### src/rtl/mips_bus_pkg.sv
// Shared types and constants for the MIPS fetch/data Avalon bus arbiter.
// Latency: n/a (declarations only).
// Backpressure: n/a (declarations only).
//
// Contents: arbiter FSM state enum, requester-id type, default timeout.
package mips_bus_pkg;

    typedef enum logic [1:0] {
        IDLE = 2'd0,
        BUS  = 2'd1,
        RESP = 2'd2
    } state_t;

    typedef enum logic {
        REQ_IF = 1'b0,
        REQ_DM = 1'b1
    } req_id_t;

    localparam int         DEFAULT_TIMEOUT_CYCLES = 255;
    localparam logic [3:0] FETCH_BYTEENABLE       = 4'b1111;

endpackage

### src/rtl/mips_bus_grant.sv
// Grant selection between instruction fetch and data requesters.
// Latency: combinational grant; last-grant history updates on the accepting edge.
// Backpressure: none; the caller only samples the grant while idle.
//
// Ports: if_req/dm_req requests in; gnt_vld/gnt_id grant out.
// Macro MIPS_BUS_ARB_RR_EN: round-robin on ties, adds clk/reset/grant_take
// ports and the last-grant register. Undefined: data always beats fetch.
module mips_bus_grant
    import mips_bus_pkg::*;
(
`ifdef MIPS_BUS_ARB_RR_EN
    input  logic    clk,
    input  logic    reset,
    input  logic    grant_take,
`endif
    input  logic    if_req,
    input  logic    dm_req,
    output logic    gnt_vld,
    output req_id_t gnt_id
);

    assign gnt_vld = if_req | dm_req;

`ifdef MIPS_BUS_ARB_RR_EN
    // Resets to fetch so that the first tie goes to data.
    req_id_t last_grant;

    always_comb begin
        gnt_id = REQ_IF;
        if (if_req && dm_req) begin
            gnt_id = (last_grant == REQ_IF) ? REQ_DM : REQ_IF;
        end else if (dm_req) begin
            gnt_id = REQ_DM;
        end
    end

    always_ff @(posedge clk or negedge reset) begin
        if (!reset) begin
            last_grant <= REQ_IF;
        end else if (grant_take && gnt_vld) begin
            last_grant <= gnt_id;
        end
    end
`else
    assign gnt_id = dm_req ? REQ_DM : REQ_IF;
`endif

endmodule

### src/rtl/mips_bus_arbiter.sv
// Arbitrates MIPS fetch and data ports onto one Avalon-MM master.
// Latency: req sampled edge 0, bus cycle 1, ack cycle 2 with no waitrequest.
// Backpressure: waitrequest stretches the bus cycle; other requests wait in IDLE.
//
// Ports: clk, reset (async active-low); if_*/dm_* requester side with one-cycle
// acks and held rdata; Avalon master address/read/write/writedata/byteenable/
// waitrequest/readdata; sticky bus_timeout. Macro MIPS_BUS_ARB_RR_EN selects
// round-robin tie breaking instead of data-first fixed priority.
module mips_bus_arbiter
    import mips_bus_pkg::*;
#(
    parameter int TIMEOUT_CYCLES = DEFAULT_TIMEOUT_CYCLES
) (
    input  logic        clk,
    input  logic        reset,
    input  logic        if_req,
    input  logic [31:0] if_addr,
    output logic        if_ack,
    output logic [31:0] if_rdata,
    input  logic        dm_req,
    input  logic [31:0] dm_addr,
    input  logic        dm_write,
    input  logic [31:0] dm_writedata,
    input  logic [3:0]  dm_byteenable,
    output logic        dm_ack,
    output logic [31:0] dm_rdata,
    output logic [31:0] address,
    output logic        read,
    output logic        write,
    output logic [31:0] writedata,
    output logic [3:0]  byteenable,
    input  logic        waitrequest,
    input  logic [31:0] readdata,
    output logic        bus_timeout
);

    localparam int CNT_W = (TIMEOUT_CYCLES > 255) ? $clog2(TIMEOUT_CYCLES + 1) : 8;
    localparam logic [CNT_W-1:0] TIMEOUT_LIM = CNT_W'(TIMEOUT_CYCLES);

    state_t           state;
    req_id_t          gnt;
    req_id_t          gnt_id;
    logic             gnt_vld;
    logic [CNT_W-1:0] wait_cnt;
    logic [CNT_W-1:0] wait_cnt_nxt;

    mips_bus_grant u_grant (
`ifdef MIPS_BUS_ARB_RR_EN
        .clk        (clk),
        .reset      (reset),
        .grant_take (state == IDLE),
`endif
        .if_req     (if_req),
        .dm_req     (dm_req),
        .gnt_vld    (gnt_vld),
        .gnt_id     (gnt_id)
    );

    // Saturating so a hung slave cannot wrap the counter back under the limit.
    assign wait_cnt_nxt = (wait_cnt == {CNT_W{1'b1}}) ? wait_cnt : wait_cnt + CNT_W'(1);

    always_ff @(posedge clk or negedge reset) begin
        if (!reset) begin
            state       <= IDLE;
            gnt         <= REQ_IF;
            address     <= '0;
            read        <= 1'b0;
            write       <= 1'b0;
            writedata   <= '0;
            byteenable  <= '0;
            if_ack      <= 1'b0;
            dm_ack      <= 1'b0;
            if_rdata    <= '0;
            dm_rdata    <= '0;
            wait_cnt    <= '0;
            bus_timeout <= 1'b0;
        end else begin
            case (state)
                IDLE: begin
                    if (gnt_vld) begin
                        gnt      <= gnt_id;
                        wait_cnt <= '0;
                        state    <= BUS;
                        if (gnt_id == REQ_DM) begin
                            address    <= dm_addr;
                            read       <= ~dm_write;
                            write      <= dm_write;
                            writedata  <= dm_write ? dm_writedata : '0;
                            byteenable <= dm_byteenable;
                        end else begin
                            address    <= if_addr;
                            read       <= 1'b1;
                            write      <= 1'b0;
                            writedata  <= '0;
                            byteenable <= FETCH_BYTEENABLE;
                        end
                    end
                end
                BUS: begin
                    if (!waitrequest) begin
                        read  <= 1'b0;
                        write <= 1'b0;
                        state <= RESP;
                        // Writes complete without touching the held rdata.
                        if (gnt == REQ_DM) begin
                            dm_ack <= 1'b1;
                            if (read) dm_rdata <= readdata;
                        end else begin
                            if_ack <= 1'b1;
                            if (read) if_rdata <= readdata;
                        end
                    end else begin
                        wait_cnt <= wait_cnt_nxt;
                        // Flag only; the transfer is still allowed to finish.
                        if (wait_cnt_nxt >= TIMEOUT_LIM) bus_timeout <= 1'b1;
                    end
                end
                RESP: begin
                    if_ack <= 1'b0;
                    dm_ack <= 1'b0;
                    state  <= IDLE;
                end
                default: state <= IDLE;
            endcase
        end
    end

endmodule

### config.mk
export PLATFORM = sky130hd
export DESIGN_NAME = mips_bus_arbiter
export DESIGN_NICKNAME = d
export VERILOG_FILES = /design/src/rtl/mips_bus_pkg.sv /design/src/rtl/mips_bus_grant.sv /design/src/rtl/mips_bus_arbiter.sv
export SDC_FILE = /design/constraint.sdc
export NUM_CORES = 1
export LEC_CHECK = 0
export ABC_AREA = 1
export CAP_MARGIN = 15
export CELL_PAD_IN_SITES_DETAIL_PLACEMENT = 1
export CELL_PAD_IN_SITES_GLOBAL_PLACEMENT = 1
export CORE_ASPECT_RATIO = 0.7
export CORE_MARGIN = 2
export CORE_UTILIZATION = 32
export CTS_CLUSTER_SIZE = 24
export DETAILED_ROUTE_END_ITERATION = 16
export PLACE_DENSITY = 0.91
export SLEW_MARGIN = 20
export SYNTH_ARGS = -nofsm -noshare
export SYNTH_HDL_FRONTEND = slang
export SYNTH_HIERARCHICAL = 1
export SYNTH_SLANG_ARGS = --single-unit
export TNS_END_PERCENT = 30
### constraint.sdc
create_clock -name clk -period 4.26 [get_ports clk]
set_input_delay 0.852 -clock clk [delete_from_list [all_inputs] [get_ports clk]]
set_output_delay 0.852 -clock clk [all_outputs]
set_load 0.02 [all_outputs]
==> reports/summary.txt <==
Outcome -> finished, final reports clean
Rows -> 41
Slew @ Worst Pin -> 0.998 ns
Total number of vias -> 5594
Dpl hpwl -> 16.0 mm
Via density -> 4.94
Final setup viols -> 0
P&R area growth vs syn -> 60.1%
Post-route setup TNS -> 0 ns
Crit-path slowest cell -> clkdlybuf4s50_1
Gates resized, CTS repair -> 0
Layout Nets -> 1023
Global-route wire length before repair -> 33.7 mm
MaxCap Viol Count -> 0
Die H -> 118 microns
Num CTS Buffers -> 17
Post-CTS Setup Bufs -> 0
Most common cell after layout, fill and taps aside -> clkdlybuf4s50_1
PortBufs -> 274
Pleak -> 4.20 nW
WS Path Type -> in -> reg
Slew Viols, Final -> 0
GRT Util Overall -> 22.0%
Worst Path Required -> 4.58 ns
Routed Antenna Nets -> 0
Cell taking the most area after synthesis -> dfrtp_1
Die area -> 19700 sq um
Crit path DAT -> 3.39 ns
Area of the mapped netlist -> 5950 sq um
Core area -> 18100 sq um
Initial core utilization -> 32.9%
Largest net degree at the start of global routing -> 108
TritonCTS clock tree -> yes
Routability cong. -> 0.781
Skew final -> 0.0106 ns
Crit path largest cell delay -> 0.69 ns
Clock Tree Root -> clkbuf_16
Power, Total -> 7.16 mW
Crit path time final -> 3.07 ns
Critical path buffers and inverters -> 4
Final period util -> 72.0%
Yosys warns -> 6
Worst Hold Class -> reg -> reg
Gate count after technology mapping -> 618
Wirelength per Cell -> 19.0 microns
Sequential element share of the synthesized area -> 62.2%
Initial antenna violation count -> 0
Most used cell along the critical path -> nand2_1
WL final -> 21.5 mm
Htree depth -> 4
Final Hold Fails -> 0
DRT iter0 DRCs -> 340
TritonRoute pass-1 iters -> 4
Horiz. Die Dim -> 167 microns
Top post-synthesis cells by area -> dfrtp_1 62%, nand2_1 8.8%, a32o_1 5.2%
#FFs+latches synth -> 148
Crit Path Max Fanout -> 50
Deepest clock path buffer count -> 2
IO Pins -> 275
Clk_lat worst skew -> 0.42 ns
CP Launch Type -> input pin
Critical-path cell list -> clkdlybuf4s50_1 -> inv_1 -> nand2_1 -> nand2_1 -> inv_2 -> buf_4 -> nor2_1 -> a31oi_1
PD cells -> 752 nW/um^2
DRC -> 0
Hold buffer count at CTS -> 0
Synth top area share -> 62.2%
Count of cell types in the netlist -> 23
Delay-heaviest family, CP -> buffers and inverters
Syn Nets -> 757
Antenna diodes -> 0
Share of cells above drive strength 1 -> 5.35%
Critical Path End Type -> register
Synthesized area per cell -> 9.63 sq um
RSZ-0062 raised after global routing -> no
Most frequent cells in the layout -> 273 x clkdlybuf4s50_1, 148 x dfrtp_1, 140 x nand2_1
Vias in the first global route -> 6009
CTS clock-pin slew for the worst setup and hold paths -> 0.06 ns
Worst VDD drop -> 380 uV
Fmax -> 326 MHz
Gr ovfl total -> 0
Clock sink total -> 148
Relative slew slack -> 33.5%
## synthesized netlist by cell type
cell type / count
a21oi_1: 34
a22o_1: 2
a31oi_1: 32
a32o_1: 31
buf_1: 1
buf_2: 13
buf_4: 4
clkbuf_1: 19
dfrtp_1: 148
ha_1: 1
inv_1: 53
inv_2: 1
nand2_1: 140
nand2_2: 1
nand3_1: 9
nand3_2: 1
nor2_1: 76
nor2_2: 1
nor3_4: 1
o21ai_0: 44
o21bai_1: 1
o22a_1: 4
o22ai_1: 1
## cell type report
type	count	area, sq um
clock inverters	14	200
well taps	236	295
multi-input cells	379	1880
flip-flops and latches	148	3700
clock buffers	18	429
fillers	2009	8580
repair buffers	284	2820
inverters	54	203
## through the flow
step / area, sq um / instances / setup slack, ns / hold slack [ns] / util (%)
2_1_floorplan: 5950 / 618 / 2.46 / 0.438 / -
3_3_place_gp: 8900 / 1101 / 1.05 / 0.466 / 49.1
5_1_grt: 9530 / 1133 / 0.985 / 0.503 / 52.6
3_5_place_dp: 8900 / 1101 / 0.771 / 0.471 / 49.1
4_1_cts: 9530 / 1133 / 1.18 / 0.492 / 52.6
6_report: 9530 / 1133 / 1.19 / 0.481 / 52.6
## cell families (layout without fill, tap and decap cells)
logic type / count (synthesis) / in the layout / synth area share (%)
buffers and inverters: 91 / 370 / 6.27
AO/OA/AOI/OAI: 149 / 149 / 16.3
AND/OR/NAND/NOR: 229 / 229 / 15.0
flip-flops: 148 / 148 / 62.2
adder cells (fa/ha/maj): 1 / 1 / 0.210
## worst reg2reg max path, cell delays in order (launching register included)
cell	delay, ns
dfrtp_1	0.41
nor2_1	0.19
nand2_1	0.42
inv_2	0.47
buf_4	0.50
nor2_1	0.10
a31oi_1	0.23
## worst paths after layout
kind	endpoint	cells after the start	start	slack (ns)
hold / removal	bus_timeout	2	bus_timeout	0.48
min in group asynchronous	if_rdata[0]	1	reset	0.57
max in group asynchronous	writedata[0]	2	reset	2.78
setup reg to reg	address[0]	6	state[0]	1.87
setup / recovery	address[0]	8	dm_req	1.19
hold reg to reg	bus_timeout	2	bus_timeout	0.48
## where the power goes
part	switching [mW]	total, mW	internal (mW)
combinational	1.73	3.16	1.43
clock	0.627	1.62	0.990
sequential	0.375	2.38	2.01
## layer usage
layer  GRT usage, %  vias to the layer above  wire, microns  part of all wire, %
li1               -                     2581              -                    -
met1           24.8                     2786           8350                   39
met2           38.8                      203          11000                   51
met3           8.27                       24           1820                  8.5
met4           6.68                        0            299                  1.4
met5              0                        -              0                    0
## registers in the layout (all words and copies together), names as in the netlist, 2 cells and up
| name | cells |
|---|---|
| byteenable | 4 |
| dm_rdata | 32 |
| writedata | 32 |
| state | 2 |
| address | 32 |
| if_rdata | 32 |
| wait_cnt | 8 |
(Power assumes the default switching activity.)
